--- config.mk ---
export PLATFORM = sky130hd
export DESIGN_NAME = icache_param
export DESIGN_NICKNAME = d
export VERILOG_FILES = /design/src/rtl/cpu_types_pkg.sv /design/src/rtl/icache_param_pkg.sv /design/src/rtl/icache_array.sv /design/src/rtl/icache_param.sv
export SDC_FILE = /design/constraint.sdc
export NUM_CORES = 2
export LEC_CHECK = 0
export ABC_AREA = 0
export BUFFER_PORTS_ARGS = -buffer_cell sky130_fd_sc_hd__clkbuf_2
export CORE_ASPECT_RATIO = 2
export CORE_MARGIN = 2
export CORE_UTILIZATION = 51
export CTS_CLUSTER_DIAMETER = 40
export DETAILED_ROUTE_END_ITERATION = 12
export PLACE_DENSITY = 0.74
export SETUP_SLACK_MARGIN = 0.5
export SLEW_MARGIN = 25
export SYNTH_ARGS = -nofsm -noshare
export SYNTH_HDL_FRONTEND = slang
export SYNTH_SLANG_ARGS = --single-unit
--- constraint.sdc ---
create_clock -name CLK -period 10.85 [get_ports CLK]
set_clock_uncertainty 0.1 [all_clocks]
set_input_delay 2.17 -clock CLK [delete_from_list [all_inputs] [get_ports CLK]]
set_output_delay 2.17 -clock CLK [all_outputs]
set_load 0.05 [all_outputs]
--- src/rtl/cpu_types_pkg.sv ---
`default_nettype none
// ============================================================================
//  Module      : cpu_types_pkg
//  Description : Basic datapath types shared across the CPU.
//  Revision    : 1.0 - initial release
// ============================================================================
package cpu_types_pkg;

  // One 32-bit machine word.
  typedef logic [31:0] word_t;

endpackage : cpu_types_pkg
`default_nettype wire

--- src/rtl/icache_param_pkg.sv ---
`default_nettype none
// ============================================================================
//  Module      : icache_param_pkg
//  Description : Shared types and address-field width helpers for the
//                parametrised direct-mapped instruction cache.
//  Revision    : 1.0 - initial release
// ============================================================================
package icache_param_pkg;

  import cpu_types_pkg::*;

  // Controller states: serve lookups, or stream a line in from memory.
  typedef enum logic {
    IDLE = 1'b0,
    FILL = 1'b1
  } icache_state_e;

  // Index field width (log2 of the number of lines).
  function automatic int idx_bits(input int sets);
    return $clog2(sets);
  endfunction

  // Word-offset field width (log2 of the words per line).
  function automatic int off_bits(input int blkwords);
    return $clog2(blkwords);
  endfunction

  // Tag field width: what is left of the 30-bit word address.
  function automatic int tag_bits(input int sets, input int blkwords);
    return 30 - idx_bits(sets) - off_bits(blkwords);
  endfunction

  // Fill counter width; at least one bit so single-word lines still have a counter.
  function automatic int cnt_bits(input int blkwords);
    return (off_bits(blkwords) == 0) ? 1 : off_bits(blkwords);
  endfunction

  // True when n is a non-zero power of two.
  function automatic bit is_pow2(input int n);
    return (n > 0) && ((n & (n - 1)) == 0);
  endfunction

endpackage : icache_param_pkg
`default_nettype wire

--- src/rtl/icache_array.sv ---
`default_nettype none
// ============================================================================
//  Module      : icache_array
//  Description : Line storage for the instruction cache. One write port used
//                by the fill engine, one combinational read port used by the
//                lookup, and a bulk valid-clear for flushes.
//  Revision    : 1.0 - initial release
// ============================================================================
module icache_array
  import cpu_types_pkg::*;
  import icache_param_pkg::*;
#(
  parameter int SETS     = 16,
  parameter int BLKWORDS = 2,
  localparam int IB = idx_bits(SETS),
  localparam int TW = tag_bits(SETS, BLKWORDS),
  localparam int CW = cnt_bits(BLKWORDS)
) (
  input  logic          CLK,
  input  logic          nRST,
  input  logic          flush_i,
  input  logic          wr_en_i,
  input  logic          set_valid_i,
  input  logic [IB-1:0] widx_i,
  input  logic [CW-1:0] wword_i,
  input  logic [TW-1:0] wtag_i,
  input  logic [31:0]   wdata_i,
  input  logic [IB-1:0] ridx_i,
  input  logic [CW-1:0] rword_i,
  output logic          rvalid_o,
  output logic [TW-1:0] rtag_o,
  output logic [31:0]   rdata_o
);

  // One cache line: valid flag, tag, and the data words.
  typedef struct packed {
    logic                  valid;
    logic [TW-1:0]         tag;
    word_t [BLKWORDS-1:0]  data;
  } line_t;

  line_t lines_q [SETS];

  // Storage update: fill beats write one word; the last beat also commits
  // tag and valid. A flush in the same cycle wins over the valid set.
  always_ff @(posedge CLK or negedge nRST) begin
    if (!nRST) begin
      for (int s = 0; s < SETS; s++) begin
        lines_q[s] <= '0;
      end
    end else begin
      if (wr_en_i) begin
        lines_q[widx_i].data[wword_i] <= wdata_i;
        if (set_valid_i) begin
          lines_q[widx_i].valid <= 1'b1;
          lines_q[widx_i].tag   <= wtag_i;
        end
      end
      if (flush_i) begin
        for (int s = 0; s < SETS; s++) begin
          lines_q[s].valid <= 1'b0;
        end
      end
    end
  end

  assign rvalid_o = lines_q[ridx_i].valid;
  assign rtag_o   = lines_q[ridx_i].tag;
  assign rdata_o  = lines_q[ridx_i].data[rword_i];

endmodule : icache_array
`default_nettype wire

--- src/rtl/icache_param.sv ---
`default_nettype none
// ============================================================================
//  Module      : icache_param
//  Description : Parametrised direct-mapped instruction cache. Hits are
//                answered combinationally; a miss streams the whole line in
//                from memory word by word, then the lookup hits on the
//                following cycle.
//  Revision    : 1.0 - initial release
// ============================================================================
module icache_param
  import cpu_types_pkg::*;
  import icache_param_pkg::*;
#(
  parameter int SETS     = 16,
  parameter int BLKWORDS = 2
) (
  input  logic        CLK,
  input  logic        nRST,
  input  logic        imemREN,
  input  logic [31:0] imemaddr,
  input  logic        iflush,
  output logic        ihit,
  output logic [31:0] imemload,
  output logic        iREN,
  output logic [31:0] iaddr,
  input  logic        iwait,
  input  logic [31:0] iload
);

  localparam int IB = idx_bits(SETS);
  localparam int WB = off_bits(BLKWORDS);
  localparam int TW = tag_bits(SETS, BLKWORDS);
  localparam int CW = cnt_bits(BLKWORDS);
  localparam logic [CW-1:0] LAST_BEAT = CW'(BLKWORDS - 1);

  // Reject geometries the address split cannot represent.
  if (!is_pow2(SETS) || SETS < 2) begin : g_bad_sets
    $error("icache_param: SETS must be a power of two, at least 2");
  end
  if (!is_pow2(BLKWORDS)) begin : g_bad_blkwords
    $error("icache_param: BLKWORDS must be a power of two");
  end
  if (TW < 1) begin : g_bad_tag
    $error("icache_param: SETS*BLKWORDS leaves no tag bits");
  end

  icache_state_e state_q, state_d;
  logic [CW-1:0] cnt_q, cnt_d;
  logic [TW-1:0] tag_q, tag_d;
  logic [IB-1:0] idx_q, idx_d;

  logic [IB-1:0] req_idx;
  logic [TW-1:0] req_tag;
  logic [CW-1:0] req_word;
  logic [31:0]   fill_addr;

  logic          line_valid;
  logic [TW-1:0] line_tag;
  word_t         line_word;

  logic lookup_hit;
  logic start_fill;
  logic beat_done;
  logic last_beat;
  logic unused_addr_bits;

  // Byte offset is irrelevant to a word-organised cache.
  assign unused_addr_bits = ^imemaddr[1:0];

  assign req_idx = imemaddr[IB+WB+1:WB+2];
  assign req_tag = imemaddr[31:IB+WB+2];

  // With single-word lines there is no word-offset field and the counter
  // never contributes to the memory address.
  if (WB == 0) begin : g_single_word
    assign req_word  = '0;
    assign fill_addr = {tag_q, idx_q, 2'b00};
  end else begin : g_multi_word
    assign req_word  = imemaddr[WB+1:2];
    assign fill_addr = {tag_q, idx_q, cnt_q, 2'b00};
  end

  assign lookup_hit = imemREN && line_valid && (line_tag == req_tag);
  // A flush in IDLE takes priority over starting a new fill.
  assign start_fill = (state_q == IDLE) && !iflush && imemREN && !lookup_hit;
  // A flush during FILL aborts the fill, so that beat is not committed.
  assign beat_done  = (state_q == FILL) && !iwait && !iflush;
  assign last_beat  = beat_done && (cnt_q == LAST_BEAT);

  icache_array #(
    .SETS     (SETS),
    .BLKWORDS (BLKWORDS)
  ) u_array (
    .CLK         (CLK),
    .nRST        (nRST),
    .flush_i     (iflush),
    .wr_en_i     (beat_done),
    .set_valid_i (last_beat),
    .widx_i      (idx_q),
    .wword_i     (cnt_q),
    .wtag_i      (tag_q),
    .wdata_i     (iload),
    .ridx_i      (req_idx),
    .rword_i     (req_word),
    .rvalid_o    (line_valid),
    .rtag_o      (line_tag),
    .rdata_o     (line_word)
  );

  // State register.
  always_ff @(posedge CLK or negedge nRST) begin
    if (!nRST) begin
      state_q <= IDLE;
    end else begin
      state_q <= state_d;
    end
  end

  // Next state: enter FILL on a miss, leave on the last beat or a flush.
  always_comb begin
    state_d = state_q;
    case (state_q)
      IDLE:    if (start_fill) state_d = FILL;
      FILL:    if (iflush || last_beat) state_d = IDLE;
      default: state_d = IDLE;
    endcase
  end

  // Fill bookkeeping next-state: latch the missing line, step the word counter.
  always_comb begin
    cnt_d = cnt_q;
    tag_d = tag_q;
    idx_d = idx_q;
    if (start_fill) begin
      cnt_d = '0;
      tag_d = req_tag;
      idx_d = req_idx;
    end else if (beat_done) begin
      cnt_d = cnt_q + CW'(1);
    end
  end

  // Fill bookkeeping registers.
  always_ff @(posedge CLK or negedge nRST) begin
    if (!nRST) begin
      cnt_q <= '0;
      tag_q <= '0;
      idx_q <= '0;
    end else begin
      cnt_q <= cnt_d;
      tag_q <= tag_d;
      idx_q <= idx_d;
    end
  end

  // Outputs: hit data in IDLE, memory request in FILL, zero otherwise.
  always_comb begin
    ihit     = 1'b0;
    imemload = '0;
    iREN     = 1'b0;
    iaddr    = '0;
    case (state_q)
      IDLE: begin
        if (lookup_hit && !iflush) begin
          ihit     = 1'b1;
          imemload = line_word;
        end
      end
      FILL: begin
        iREN  = 1'b1;
        iaddr = fill_addr;
      end
      default: ;
    endcase
  end

endmodule : icache_param
`default_nettype wire

==> summary.md <==
| Metric | Value |
|---|---|
| Status | `finished clean` |
| Core Region | `130,000 um^2` |
| Hold crit path type | `reg2reg` |
| Sum Neg Setup Slack | `0 ps` |
| Starting DRT DRC Count | `2,316` |
| Leak Pwr | `35.6 nW` |
| PortBufs | `130` |
| Avg Cell Area, Syn | `16.1 um^2` |
| Hold Fails Final Rpt | `0` |
| Synth area leaders | `dfrtp_1, mux2_2, mux4_2, mux2i_1, clkbuf_1` |
| CTS Root Cell | `clkbuf_16` |
| Initial antenna violation count | `12` |
| Sequential area share after synthesis | `0.552` |
| Dpl hpwl | `93,300 um` |
| Die X-Extent | `260 um` |
| CP Class | `in2out` |
| Final ANT Viol Nets | `0` |
| # IOs | `135` |
| Yosys cell types | `47` |
| Max Used Layer | `met5` |
| Layout area overhead | `9.58%` |
| Vias per cell | `6.18` |
| Largest area contributor in the netlist | `dfrtp_1` |
| Post-synth top area share | `0.552` |
| Final #Nets | `4,140` |
| Resized Gates After CTS | `0` |
| Clk_lat worst skew | `760 ps` |
| Die area | `134,000 um^2` |
| Req. time, crit path | `8580 ps` |
| Min Hold Slack | `399 ps` |
| DRC Markers | `0` |
| Setup bufs post-CTS | `0` |
| H-tree levels | `3` |
| Vias in the first global route | `39.6k` |
| Met3 WL | `7250 um` |
| R2r startpoint | `u_array.lines_q[176]$_DFFE_PN0P_` |
| GPL Wtd Cong | `0.766` |
| Final max-slew violation count | `0` |
| # rows | `187` |
| M1 WL | `64,700 um` |
| Final Non-Filler Cells | `5,880` |
| Slew margin rel. | `0.323` |
| Fillers | `10.1k` |
| Cell area after synthesis | `66,700 um^2` |
| Synth Warn # | `0` |
| Post-CTS Hold Fix Bufs | `0` |
| R2R cell count | `8` |
| Number of setup violations in the final report | `0` |
| Slew at the pin closest to its max-slew limit | `1020 ps` |
| Pin count of the biggest net entering global routing | `200` |
| Worst EP arrival | `7050 ps` |
| Share of post-route cells with drive strength above 1 | `0.554` |
| CTS sink cnt | `1,471` |
| Post-route cell area | `73,100 um^2` |
| Peak VDD IR | `0.162 mV` |
| Number of synthesized register bits | `1,471` |
| First-pass GRT wire length | `251,000 um` |
| Critical path startpoint | `imemaddr[4]` |
| WL/cell | `27.9 um` |
| HP Start | `u_array.lines_q[449]$_DFFE_PN0P_` |
| Met2 Routed Length | `86,200 um` |
| Setup WS post-layout | `1530 ps` |
| Deepest clock path buffer count | `3` |
| CTS Buf Count | `121` |
| Fmax | `107 MHz` |
| Min cycle time layout | `9320 ps` |
| Post-synth EDFFs | `0` |
| Hold path cells | `1` |
| R2R setup slack | `6790 ps` |
| First-pass DRT Iterations | `5` |
| Hold path endpoint | `u_array.lines_q[449]$_DFFE_PN0P_` |
| Clock-pin transition on the worst setup and hold timing paths | `60 ps` |
| Dpl cell area | `68,800 um^2` |
| Initial cell density of the core | `0.514` |
| Simple-Gate Fraction of Synth Area | `0.0137` |
| Die height | `516 um` |
| Vias | `36.3k` |
| R2R Path End | `tag_q[23]$_DFFE_PN0P_` |
| Mapped Cells | `4,137` |
| TritonCTS clock tree | `built` |
| Overall Power | `12.8 mW` |
| Main flop type after synthesis | `dfrtp_1` |
| Finished Core Util | `0.563` |
| Post-Place Cells | `5,647` |
| Power density cells | `175 nW/um^2` |
| Aggregate routed wire length | `164,000 um` |
| Pre-CTS setup slack | `1450 ps` |
| Final period util | `0.859` |
| Post-synthesis mux area share | `0.398` |
| Largest family of logic cells by synthesized area | `multiplexers` |
| Total Routing Usage GR | `0.252` |
| Total congestion overflow | `0` |
| CP Launch Type | `input port` |
| Post-Synth Adder-Cell Area | `0` |
| CP endpoint kind | `primary output` |
| Max-Cap Viols | `0` |
| Async SR Flop Fraction | `1.00` |
| Largest driver fanout on the critical path | `72` |
| Compound-gate portion of the synthesized area | `0.00681` |
| XOR/XNOR Fraction of Synth Area | `0.00472` |
| RSZ-0062 raised after global routing | `false` |
worst max-delay path by stage:
stage          depth (start not counted)      endpoint  slack, ps
2_1_floorplan                         11  imemload[10]       3500
3_3_place_gp                          12   imemload[4]       1500
3_5_place_dp                          12   imemload[3]       1450
4_1_cts                               12   imemload[3]       1460
5_1_grt                               12   imemload[3]       1350
6_report                              10  imemload[23]       1530
worst max-delay path, stage by stage:
cell and delay (ps):
buf_8 480, mux4_2 590, mux4_2 510, xnor2_1 680, o2111ai_1 480, a2111oi_4 400, nand4_1 720, buf_12 440
nor2_1 150, clkbuf_2 300
cells in the mapped netlist, drive strengths merged (2+ instances only):
cell and number:
mux4 404, nor3 9, a31oi 3, o22ai 5
nand2 44, and4 2, o211ai 2, mux2i 98
nand3 9, a22oi 8, a22o 2, dfrtp 1471
o21ai 14, a221oi 7, mux2 1466, buf 152
a21oi 3, xnor2 19, a21o 6, nand4 4
nor4 3, xor2 17, a211o 2, and3 6
and2 32, nand3b 2, a211oi 3, clkbuf 245
nor2 57, inv 15, nand2b 7, a2111oi 2
nor2b 12
cells in the final DEF (no fill, tap or decap), types with 24 or more instances in the layout:
| cell | n |
|---|---|
| clkinv_2 | 28 |
| dfrtp_1 | 1471 |
| clkbuf_8 | 24 |
| buf_4 | 61 |
| mux2_2 | 1461 |
| and2_1 | 32 |
| nor2_1 | 54 |
| clkbuf_1 | 25 |
| clkbuf_2 | 124 |
| nand2_1 | 25 |
| clkbuf_16 | 123 |
| mux2i_1 | 98 |
| mux4_2 | 404 |
logic make-up after synthesis:
kind of cell / Yosys count
AND/OR/NAND/NOR: 188
XOR/XNOR: 36
buffers and inverters: 412
other: 1
AO/OA/AOI/OAI: 61
multiplexers: 1968
flip-flops: 1471
flip-flops by register name, summed over array words and instances, names as in the netlist:
signal,flops
u_array.lines_q,1440
tag_q,25
state_q,1
idx_q,4
cnt_q,1
routing by layer:
layer  vias to the layer above  track usage
li1                      15200            -
met1                     20000        0.318
met2                       840        0.441
met3                       292       0.0336
met4                        12       0.0957
met5                         -            0
layout make-up:
type	instances	area, um^2	area share
sequential	1471	36800	0.503
multi-input combinational	2255	28500	0.389
clock buffer	172	3500	0.0479
tap	1701	2130	0.0291
timing repair buffer	207	1450	0.0198
clock inverter	55	703	0.00962
inverter	15	56.3	0.000770
antenna	4	10.0	0.000137
power by group:
| part | switching, mW | internal, mW | leakage (nW) |
|---|---|---|---|
| sequential | 0.413 | 6.13 | 20.2 |
| clock | 2.05 | 2.59 | 2.09 |
| combinational | 0.684 | 0.900 | 13.2 |
Power figures use the tool's default switching activity.
